`config.mk`:
```
export PLATFORM = sky130hd
export DESIGN_NAME = rf_writeback_ctrl_flat
export DESIGN_NICKNAME = d
export VERILOG_FILES = /design/src/rtl/rf_writeback_ctrl_pkg.sv /design/src/rtl/rf_writeback_ctrl_if.sv /design/src/rtl/rf_writeback_ctrl_fifo.sv /design/src/rtl/rf_writeback_ctrl.sv /design/src/flat_wrapper.sv
export SDC_FILE = /design/constraint.sdc
export NUM_CORES = 1
export LEC_CHECK = 0
export ABC_AREA = 1
export ABC_CLOCK_PERIOD_IN_PS = 4800
export CAP_MARGIN = 20
export CELL_PAD_IN_SITES_DETAIL_PLACEMENT = 0
export CELL_PAD_IN_SITES_GLOBAL_PLACEMENT = 1
export CORE_ASPECT_RATIO = 0.7
export CORE_MARGIN = 5
export CORE_UTILIZATION = 25
export CTS_CLUSTER_DIAMETER = 60
export DETAILED_ROUTE_END_ITERATION = 16
export GPL_ROUTABILITY_DRIVEN = 0
export PLACE_DENSITY = 0.63
export SLEW_MARGIN = 20
export SYNTH_ARGS = -nofsm -noshare
export SYNTH_HDL_FRONTEND = slang
export SYNTH_SLANG_ARGS = --single-unit
```
`constraint.sdc`:
```
create_clock -name clk -period 4.8 [get_ports clk]
set_input_delay 0.96 -clock clk [delete_from_list [all_inputs] [get_ports clk]]
set_output_delay 0.96 -clock clk [all_outputs]
set_load 0.01 [all_outputs]
```
`src/rtl/rf_writeback_ctrl_pkg.sv`:
```
// Shared types for the register-file writeback controller.
// Entry layout and x0 helper used by the FIFO and the top.
package rv_wb_pkg;
  localparam int XLEN   = 32;
  localparam int REG_AW = 5;

  typedef struct packed {
    logic [REG_AW-1:0] rd;
    logic [XLEN-1:0]   data;
  } wb_entry_t;

  function automatic logic is_x0(input logic [REG_AW-1:0] rd);
    return rd == '0;
  endfunction
endpackage

```
`src/rtl/rf_writeback_ctrl_if.sv`:
```
// Writeback bus: ALU/LSU result handshakes, hazard query,
// register-file write port and bypass outputs.
interface rf_writeback_ctrl_if;
  import rv_wb_pkg::*;

  logic              alu_valid;
  logic              alu_ready;
  logic [REG_AW-1:0] alu_rd;
  logic [XLEN-1:0]   alu_data;

  logic              lsu_valid;
  logic              lsu_ready;
  logic [REG_AW-1:0] lsu_rd;
  logic [XLEN-1:0]   lsu_data;

  logic [REG_AW-1:0] chk_rs1;
  logic [REG_AW-1:0] chk_rs2;
  logic              hz_rs1;
  logic              hz_rs2;

  logic              rf_we;
  logic [REG_AW-1:0] rf_rd;
  logic [XLEN-1:0]   rf_wdata;

  logic              fwd1_valid;
  logic              fwd2_valid;
  logic [XLEN-1:0]   fwd1_data;
  logic [XLEN-1:0]   fwd2_data;

  modport master (
    output alu_valid, alu_rd, alu_data,
    output lsu_valid, lsu_rd, lsu_data,
    output chk_rs1, chk_rs2,
    input  alu_ready, lsu_ready,
    input  hz_rs1, hz_rs2,
    input  rf_we, rf_rd, rf_wdata,
    input  fwd1_valid, fwd2_valid,
    input  fwd1_data, fwd2_data
  );

  modport slave (
    input  alu_valid, alu_rd, alu_data,
    input  lsu_valid, lsu_rd, lsu_data,
    input  chk_rs1, chk_rs2,
    output alu_ready, lsu_ready,
    output hz_rs1, hz_rs2,
    output rf_we, rf_rd, rf_wdata,
    output fwd1_valid, fwd2_valid,
    output fwd1_data, fwd2_data
  );
endinterface

```
`src/rtl/rf_writeback_ctrl_fifo.sv`:
```
// Circular buffer of long-latency results with per-slot
// valid bits so the top can compare pending destinations.
module wb_fifo
  import rv_wb_pkg::*;
#(
  parameter int DEPTH = 4
) (
  input  logic                          clk,
  input  logic                          reset,
  input  logic                          push,
  input  wb_entry_t                     push_entry,
  input  logic                          pop,
  output wb_entry_t                     head,
  output logic                          empty,
  output logic [$clog2(DEPTH):0]        count,
  output logic [DEPTH-1:0]              ent_valid,
  output logic [DEPTH-1:0][REG_AW-1:0]  ent_rd
);
  localparam int PW = $clog2(DEPTH);
  localparam int CW = PW + 1;

  wb_entry_t     mem [DEPTH];
  logic [PW-1:0] wr_ptr;
  logic [PW-1:0] rd_ptr;
  logic          full;
  logic          do_push;
  logic          do_pop;

  assign full    = count == CW'(DEPTH);
  assign empty   = count == '0;
  assign do_push = push && !full;
  assign do_pop  = pop && !empty;
  assign head    = mem[rd_ptr];

  always_ff @(posedge clk or posedge reset) begin
    if (reset) begin
      wr_ptr    <= '0;
      rd_ptr    <= '0;
      count     <= '0;
      ent_valid <= '0;
    end else begin
      if (do_push) begin
        wr_ptr            <= wr_ptr + 1'b1;
        ent_valid[wr_ptr] <= 1'b1;
      end
      if (do_pop) begin
        rd_ptr            <= rd_ptr + 1'b1;
        ent_valid[rd_ptr] <= 1'b0;
      end
      count <= count + CW'(do_push) - CW'(do_pop);
    end
  end

  // Payload needs no reset: slot validity is tracked separately.
  always_ff @(posedge clk) begin
    if (do_push) mem[wr_ptr] <= push_entry;
  end

  always_comb begin
    for (int i = 0; i < DEPTH; i++) ent_rd[i] = mem[i].rd;
  end
endmodule

```
`src/rtl/rf_writeback_ctrl.sv`:
```
// Register-file write-port arbiter: ALU priority, LSU FIFO, starvation guard.
// Define WB_BYPASS_EN to forward the output stage instead of flagging it.
module rf_writeback_ctrl
  import rv_wb_pkg::*;
#(
  parameter int DEPTH      = 4,
  parameter int STARVE_MAX = 3
) (
  input logic              clk,
  input logic              reset,
  rf_writeback_ctrl_if.slave bus
);
  localparam int CW = $clog2(DEPTH) + 1;
  localparam int SW = $clog2(STARVE_MAX + 1);

  wb_entry_t                    lsu_entry;
  wb_entry_t                    head;
  logic                         fifo_empty;
  logic [CW-1:0]                fifo_count;
  logic [DEPTH-1:0]             ent_valid;
  logic [DEPTH-1:0][REG_AW-1:0] ent_rd;

  logic          fifo_ne;
  logic          hold;
  logic          alu_wr;
  logic          lsu_push;
  logic          pop;
  logic [SW-1:0] starve_cnt;
  logic          fifo_hit1;
  logic          fifo_hit2;
  logic          out_hit1;
  logic          out_hit2;

  assign fifo_ne       = !fifo_empty;
  assign hold          = fifo_ne && (starve_cnt == SW'(STARVE_MAX));
  assign bus.alu_ready = !hold;
  assign bus.lsu_ready = fifo_count < CW'(DEPTH);

  assign alu_wr   = bus.alu_valid && !hold && !is_x0(bus.alu_rd);
  assign lsu_push = bus.lsu_valid && bus.lsu_ready && !is_x0(bus.lsu_rd);
  assign pop      = fifo_ne && !alu_wr;

  assign lsu_entry = '{rd: bus.lsu_rd, data: bus.lsu_data};

  wb_fifo #(.DEPTH(DEPTH)) u_fifo (
    .clk        (clk),
    .reset      (reset),
    .push       (lsu_push),
    .push_entry (lsu_entry),
    .pop        (pop),
    .head       (head),
    .empty      (fifo_empty),
    .count      (fifo_count),
    .ent_valid  (ent_valid),
    .ent_rd     (ent_rd)
  );

  always_ff @(posedge clk or posedge reset) begin
    if (reset) begin
      starve_cnt <= '0;
    end else if (!fifo_ne || pop) begin
      starve_cnt <= '0;
    end else if (alu_wr) begin
      starve_cnt <= starve_cnt + 1'b1;
    end
  end

  // Address/data hold when idle; only the enable drops.
  always_ff @(posedge clk or posedge reset) begin
    if (reset) begin
      bus.rf_we    <= 1'b0;
      bus.rf_rd    <= '0;
      bus.rf_wdata <= '0;
    end else begin
      unique case (1'b1)
        alu_wr: begin
          bus.rf_we    <= 1'b1;
          bus.rf_rd    <= bus.alu_rd;
          bus.rf_wdata <= bus.alu_data;
        end
        pop: begin
          bus.rf_we    <= 1'b1;
          bus.rf_rd    <= head.rd;
          bus.rf_wdata <= head.data;
        end
        default: bus.rf_we <= 1'b0;
      endcase
    end
  end

  always_comb begin
    fifo_hit1 = 1'b0;
    fifo_hit2 = 1'b0;
    for (int i = 0; i < DEPTH; i++) begin
      if (ent_valid[i] && ent_rd[i] == bus.chk_rs1) fifo_hit1 = 1'b1;
      if (ent_valid[i] && ent_rd[i] == bus.chk_rs2) fifo_hit2 = 1'b1;
    end
    if (is_x0(bus.chk_rs1)) fifo_hit1 = 1'b0;
    if (is_x0(bus.chk_rs2)) fifo_hit2 = 1'b0;
  end

  assign out_hit1 = bus.rf_we && bus.rf_rd == bus.chk_rs1
                    && !is_x0(bus.chk_rs1);
  assign out_hit2 = bus.rf_we && bus.rf_rd == bus.chk_rs2
                    && !is_x0(bus.chk_rs2);

`ifdef WB_BYPASS_EN
  assign bus.hz_rs1     = fifo_hit1;
  assign bus.hz_rs2     = fifo_hit2;
  assign bus.fwd1_valid = out_hit1;
  assign bus.fwd2_valid = out_hit2;
  assign bus.fwd1_data  = bus.rf_wdata;
  assign bus.fwd2_data  = bus.rf_wdata;
`else
  assign bus.hz_rs1     = fifo_hit1 || out_hit1;
  assign bus.hz_rs2     = fifo_hit2 || out_hit2;
  assign bus.fwd1_valid = 1'b0;
  assign bus.fwd2_valid = 1'b0;
  assign bus.fwd1_data  = '0;
  assign bus.fwd2_data  = '0;
`endif
endmodule
```
`src/flat_wrapper.sv`:
```
// flat-port wrapper written by rule: the top's interface ports become plain ports
module rf_writeback_ctrl_flat import rv_wb_pkg::*;
#(
  parameter int DEPTH      = 4,
  parameter int STARVE_MAX = 3
)
  (clk, reset, bus_alu_valid, bus_alu_rd, bus_alu_data, bus_lsu_valid, bus_lsu_rd, bus_lsu_data, bus_chk_rs1, bus_chk_rs2, bus_alu_ready, bus_lsu_ready, bus_hz_rs1, bus_hz_rs2, bus_rf_we, bus_rf_rd, bus_rf_wdata, bus_fwd1_valid, bus_fwd2_valid, bus_fwd1_data, bus_fwd2_data);
  rf_writeback_ctrl_if bus_i ();
  input logic clk;
  input logic reset;
  input wire logic [$bits(bus_i.alu_valid)-1:0] bus_alu_valid;
  input wire logic [$bits(bus_i.alu_rd)-1:0] bus_alu_rd;
  input wire logic [$bits(bus_i.alu_data)-1:0] bus_alu_data;
  input wire logic [$bits(bus_i.lsu_valid)-1:0] bus_lsu_valid;
  input wire logic [$bits(bus_i.lsu_rd)-1:0] bus_lsu_rd;
  input wire logic [$bits(bus_i.lsu_data)-1:0] bus_lsu_data;
  input wire logic [$bits(bus_i.chk_rs1)-1:0] bus_chk_rs1;
  input wire logic [$bits(bus_i.chk_rs2)-1:0] bus_chk_rs2;
  output wire logic [$bits(bus_i.alu_ready)-1:0] bus_alu_ready;
  output wire logic [$bits(bus_i.lsu_ready)-1:0] bus_lsu_ready;
  output wire logic [$bits(bus_i.hz_rs1)-1:0] bus_hz_rs1;
  output wire logic [$bits(bus_i.hz_rs2)-1:0] bus_hz_rs2;
  output wire logic [$bits(bus_i.rf_we)-1:0] bus_rf_we;
  output wire logic [$bits(bus_i.rf_rd)-1:0] bus_rf_rd;
  output wire logic [$bits(bus_i.rf_wdata)-1:0] bus_rf_wdata;
  output wire logic [$bits(bus_i.fwd1_valid)-1:0] bus_fwd1_valid;
  output wire logic [$bits(bus_i.fwd2_valid)-1:0] bus_fwd2_valid;
  output wire logic [$bits(bus_i.fwd1_data)-1:0] bus_fwd1_data;
  output wire logic [$bits(bus_i.fwd2_data)-1:0] bus_fwd2_data;
  assign bus_i.alu_valid = bus_alu_valid;
  assign bus_i.alu_rd = bus_alu_rd;
  assign bus_i.alu_data = bus_alu_data;
  assign bus_i.lsu_valid = bus_lsu_valid;
  assign bus_i.lsu_rd = bus_lsu_rd;
  assign bus_i.lsu_data = bus_lsu_data;
  assign bus_i.chk_rs1 = bus_chk_rs1;
  assign bus_i.chk_rs2 = bus_chk_rs2;
  assign bus_alu_ready = bus_i.alu_ready;
  assign bus_lsu_ready = bus_i.lsu_ready;
  assign bus_hz_rs1 = bus_i.hz_rs1;
  assign bus_hz_rs2 = bus_i.hz_rs2;
  assign bus_rf_we = bus_i.rf_we;
  assign bus_rf_rd = bus_i.rf_rd;
  assign bus_rf_wdata = bus_i.rf_wdata;
  assign bus_fwd1_valid = bus_i.fwd1_valid;
  assign bus_fwd2_valid = bus_i.fwd2_valid;
  assign bus_fwd1_data = bus_i.fwd1_data;
  assign bus_fwd2_data = bus_i.fwd2_data;
  rf_writeback_ctrl #(.DEPTH(DEPTH), .STARVE_MAX(STARVE_MAX)) u_core (.clk(clk), .reset(reset), .bus(bus_i));
endmodule
```
==> results of run 1 <==
[power breakdown]
| part | internal, W | switching (W) |
|---|---|---|
| Combinational | 0.000879 | 0.00133 |
| Clock | 0.000744 | 0.000703 |
| Sequential | 0.00225 | 0.000307 |
| Total | 0.00388 | 0.00234 |
[metal layers]
layer | vias up | wire length (µm) | GRT usage
met4 | 6 | 195 | 0.0241
met5 | - | 46 | 0
met1 | 3270 | 13600 | 0.183
met2 | 179 | 12200 | 0.198
li1 | 3365 | - | -
met3 | 24 | 1670 | 0.0423
[cell type report]
type	instances	share of cell area
repair buffers	146	0.122
flip-flops and latches	199	0.489
multi-input cells	660	0.259
well taps	488	0.0522
clock inverters	13	0.0138
inverters	83	0.0266
clock buffers	19	0.0370
[metrics by stage]
step	instances	area (µm²)	hold WS, ns	total power, W
2_1_floorplan	1051	9760	0.419	0.00388
3_3_place_gp	1576	11100	0.430	0.00484
3_5_place_dp	1576	11100	0.436	0.00486
4_1_cts	1608	11700	0.446	0.00633
5_1_grt	1608	11700	0.457	0.00668
6_report	1608	11700	0.441	0.00622
[kinds of logic (layout without fill, tap and decap cells)]
logic type | count (synthesis) | in the layout | synth area share
DFF | 199 | 199 | 0.601
other | 1 | 66 | 0.000394
and+or+nand+nor | 368 | 368 | 0.151
adders and majority gates | 12 | 12 | 0.0166
AOI/OAI and AO/OA | 206 | 206 | 0.114
xor gates and xnor gates | 8 | 8 | 0.00737
buffers and inverters | 192 | 261 | 0.109
[critical path: stages]
cell             delay [ns]
clkdlybuf4s50_1        0.58
inv_1                  0.17
nand2_1                0.09
nand2_1                0.05
nor2_1                 0.25
nand3_1                0.12
nand3_1                0.10
nor2_1                 0.04
nor2_1                 0.09
clkdlybuf4s50_1        0.56
[cells in the final DEF, fill, tap and decap left out, drive strengths merged, types with 17 or more instances in the layout]
master and n:
a21oi 75, buf 17, clkbuf 19, clkdlybuf4s50 129
conb 66, dfrtp 51, edfxtp 148, inv 88
nand2 191, nor2 154, o21ai 122
[registers in the layout, summed over array words and instances (netlist names)]
signal                   count
u_core.u_fifo.mem          148
u_core.bus.rf_wdata         32
u_core.starve_cnt            2
u_core.u_fifo.rd_ptr         2
u_core.bus.rf_we             1
u_core.u_fifo.wr_ptr         2
u_core.bus.rf_rd             5
u_core.u_fifo.count          3
u_core.u_fifo.ent_valid      4
[final timing paths]
path	from	to	slack, ns	cells past startpoint
worst max register to register	u_core.u_fifo.rd_ptr[0]	u_core.bus.rf_wdata[9]	2.34	6
min in group asynchronous	reset	u_core.bus.rf_wdata[13]	0.95	2
worst min-delay path	u_core.starve_cnt[0]	u_core.starve_cnt[0]	0.44	1
max in group asynchronous	reset	u_core.u_fifo.rd_ptr[0]	2.94	3
worst max-delay path	bus_chk_rs1[4]	bus_hz_rs1	0.83	10
worst min register to register	u_core.starve_cnt[0]	u_core.starve_cnt[0]	0.44	1
==> results.yml, run 1 <==
clocking:
  cts_hold_buf: 0
  htreeDepth: 4
  cts-root-buf: "clkbuf_16"
  cts_tree: "built"
  cts_setup_buffers: 0
  insertion_delay_ns: 0.45
  cts_resized: 0
  numClockSinks: 199
  cts_inserted_buffers: 17
  cts_buffer_depth: 2
  clk_pin_slew_ns: 0.07
synth:
  synth_most_common_cell: "nand2_1"
  synth_top_area_share: 0.467
  async_flop_share: 0.256
  syn_avg_cell_area_um2: 9.65
  yosysSeqAreaShare: 0.601
  synth.area.top_cells: "edfxtp_1 47%, dfrtp_1 13%, nand2_1 7.4%, nor2_1 6.1%, o21ai_0 5.6%"
  syn_inst: 986
  synth_top_area_cell: "edfxtp_1"
  synth_edf_count: 148
  synth_area_um2: 9510
  synth_common_cells: "187 x nand2_1, 154 x nor2_1, 148 x edfxtp_1, 106 x o21ai_0, 80 x inv_1"
  yosysWarnings: 0
  synthFlopType: "edfxtp_1"
  synth-seq-cells: 199
  synth.distinct_cells: 28
finish:
  nNetsFinal: 1207
  multi_input_area_um2: 3030
  areaGrowthSynthToFinish_pct: 23.1
  drive_gt1_frac: 0.0634
  finish.utilization: 0.313
  ff_latch_area_um2: 5730
  fillCellCount: 3872
  n_antenna_cell: 0
setup_path:
  start_kind: "input port"
  setup.worst_path.end_class: "primary output"
  setup.worst_path.class: "in2out"
  cp_max_fo: 7
  worstPathArrival_ns: 3.01
  critical_path_required_ns: 3.84
floorplanning:
  die_x_um: 243
  die_h_um: 173
  rows: 59
  core-area_um2: 37400
  start_util: 0.255
  io_pins: 196
  die_area_um2: 42100
placed_design:
  hpwl_um: 18700
  portBuffers: 129
  place_ws_ns: 0.873
timing:
  finalSetupViolations: 0
  period_share: 0.826
  fin_tns_setup_ns: 0
  setup_slack_ns: 0.833
  relSlewSlack: 0.455
  tightest_slew_ns: 0.818
  slew_violations: 0
  layout_min_cycle_time_ns: 3.97
  fmax_mhz: 252
  rsz0062_at_grt: "no"
  hold_violations: 0
  fin_skew_ns: 0.0139
detailed_routing:
  vias: 6844
  detail_route.wl_per_cell_um: 17.2
  drtIter0Drc: 469
  ant_nets: 0
  drc: 0
  drt_first_pass_iters: 8
  avgViaCountPerCell: 4.26
  routed_wl_um: 27700
run_status:
  status: "finished, final reports clean"
global_routing:
  grt_max_degree: 76
  grt_first_pass_wirelength_um: 41900
  grt-ovfl-total: 0
  grt_antenna_before_repair: 3
  track_usage: 0.130
  first_global_vias: 6767
flow_run:
  drv_cap: 0
power_and_ir_drop:
  p_leak_nw: 4.75
  powerDensity_nw_per_um2: 531
  ir_worst_vdd_mv: 0.243
worst_hold_path:
  hold_path.class: "reg2reg"
(Power assumes the default switching activity.)
==> inputs of run 2 (changes only) <==
ABC_CLOCK_PERIOD_IN_PS = 3400   (was 4800)
PLACE_DENSITY = 0.65   (was 0.63)
clock period = 3.4 ns   (was 4.8 ns; I/O delays follow)
==> results.yml, run 2 (synthesis gave the netlist of run 1 again) <==
power_and_ir_drop:
  intPower_w: 0.00553
  powerDensity_nw_per_um2: 747
  p_leak_nw: 4.81
  p_clk_frac: 0.229
  ir_worst_vdd_mv: 0.363
  p_sw_w: 0.00325
  comb_power_share: 0.375
  p_sw_frac: 0.370
  p_seq_frac: 0.396
clocking:
  numClockSinks: 199
  cts_hold_buf: 0
  cts_tree: "built"
  cts_setup_buffers: 0
  cts_buffer_depth: 2
  htreeDepth: 4
  cts_inserted_buffers: 17
  cts-root-buf: "clkbuf_16"
  clk_pin_slew_ns: 0.07
  insertion_delay_ns: 0.45
global_routing:
  grt_antenna_before_repair: 4
  grt_max_degree: 119
  grt-ovfl-total: 0
  track_usage: 0.131
  first_global_vias: 6722
  grt_first_pass_wirelength_um: 42500
detailed_routing:
  avgViaCountPerCell: 4.25
  drt_first_pass_iters: 6
  detail_route.wl_per_cell_um: 17.1
  drc: 0
  routed_wl_um: 27600
  vias: 6860
  ant_nets: 0
  drtIter0Drc: 589
finish:
  areaGrowthSynthToFinish_pct: 23.6
  largest_register_ffs: 148
  finish.utilization: 0.315
  nNetsFinal: 1213
  final_cell_mix: "187 x nand2_1, 148 x edfxtp_1, 147 x nor2_1, 126 x clkdlybuf4s50_1, 106 x o21ai_0"
  ff_latch_area_um2: 5730
  mostFrequentLayoutCell: "nand2_1"
  largestRegisters: "u_core.u_fifo.mem: 148 flops, u_core.bus.rf_wdata: 32 flops, u_core.bus.rf_rd: 5 flops"
  fillCellCount: 3858
  multi_input_area_um2: 3050
  regMostFlops: "u_core.u_fifo.mem"
  drive_gt1_frac: 0.0728
setup_path:
  slowest_stage: "clkdlybuf4s50_1"
  reg2reg_depth: 13
  crit_chain: "clkdlybuf4s50_1, nand2_1, o21ai_0, nor2_1, nand3_1, nand2_1, nor2_1, nor2_1, clkdlybuf4s50_1"
  setup.worst_path.end_class: "primary output"
  worst_r2r_startpoint: "u_core.u_fifo.count[1]"
  slowest_delay_ns: 0.56
  critical_path_depth: 9
  worstPathArrival_ns: 2.61
  cp_max_fo: 6
  critical_path_required_ns: 2.72
  setup.worst_path.class: "in2out"
  cpMostUsedCell: "nor2_1"
  crit_buf_inv: 2
  setup.worst_path.start: "bus_chk_rs1[0]"
  start_kind: "input port"
  crit_family: "buffers and inverters"
floorplanning:
  core-area_um2: 37400
  io_pins: 196
  start_util: 0.255
  die_area_um2: 42100
  die_h_um: 173
  rows: 59
  die_x_um: 243
timing:
  hold_violations: 0
  fmax_mhz: 304
  layout_min_cycle_time_ns: 3.29
  relSlewSlack: 0.426
  tightest_slew_ns: 0.861
  finalSetupViolations: 0
  slew_violations: 0
  fin_skew_ns: 0.0105
  period_share: 0.967
  fin_tns_setup_ns: 0
  timing.hold.ws_ns: 0.442
  rsz0062_at_grt: "no"
flow_run:
  drv_cap: 0
worst_hold_path:
  hold_path.class: "reg2reg"
  min-delay-start: "u_core.starve_cnt[0]"
  holdPathStages: 1
run_status:
  status: "finished, final reports clean"
placed_design:
  hpwl_um: 18500
  portBuffers: 129
## run 2: final timing paths
path                                      endpoint  slack [ns]
max                                     bus_hz_rs1        0.11
min                           u_core.starve_cnt[0]        0.44
max reg2reg                 u_core.u_fifo.count[2]        1.10
min reg2reg                   u_core.starve_cnt[0]        0.44
max in group asynchronous  u_core.bus.rf_wdata[29]        2.16
min in group asynchronous   u_core.bus.rf_wdata[2]        0.55
## run 2: metrics by stage
step / worst slack (ns) / power (W) / cell area [µm²] / instances
after floorplan: 0.372 / 0.00548 / 9760 / 1051
after global placement: -0.00997 / 0.00682 / 11100 / 1582
after detailed placement: 0.0232 / 0.00686 / 11100 / 1582
after CTS: 0.00448 / 0.00890 / 11700 / 1614
after global routing: 0.0194 / 0.00944 / 11800 / 1616
final: 0.113 / 0.00878 / 11800 / 1616
## run 2: power groups by stage
stage / Sequential [W] / Combinational [W] / Clock (W)
finish: 0.00347 / 0.00329 / 0.00201
global route: 0.00354 / 0.00372 / 0.00219
global placement: 0.00352 / 0.00329 / 0
floorplan: 0.00357 / 0.00192 / 0
CTS: 0.00348 / 0.00334 / 0.00208
detailed placement: 0.00353 / 0.00333 / 0
## run 2: metal layers
layer / vias to the layer above / track usage / wire, µm
li1: 3365 / - / -
met1: 3251 / 0.190 / 13400
met2: 217 / 0.192 / 11900
met3: 23 / 0.0401 / 2030
met4: 4 / 0.0319 / 278
met5: - / 0 / 27
## run 2: layout make-up
type | count | share of cell area
Sequential cell | 199 | 0.487
Multi-Input combinational cell | 660 | 0.260
Timing Repair Buffer | 152 | 0.125
Tap cell | 488 | 0.0519
Clock buffer | 22 | 0.0413
Inverter | 83 | 0.0265
Clock inverter | 10 | 0.00777
Antenna cell | 2 | 0.000426
## run 2: worst reg2reg max path: stages (launching register included)
cell and delay (ns):
dfrtp_1 0.42, nor2_1 0.14, nand2_2 0.11, nand2_4 0.10, nand3_4 0.08, nand2_2 0.07, inv_1 0.06, ha_1 0.29
inv_1 0.06, ha_1 0.13, inv_1 0.05, fa_1 0.41, xnor2_1 0.15, xor2_1 0.14
## run 2: what timing repair did
item                                   in CTS  in global routing
endpoints found under the hold margin       0                  0
setup endpoints to repair                   0                  2
gates resized for setup                     0                  9
==> inputs of run 3 (changes only) <==
TNS_END_PERCENT = 30   (was not set)
==> results of run 3 <==
The final DEF is identical to that of run 2; final timing and power are the same.
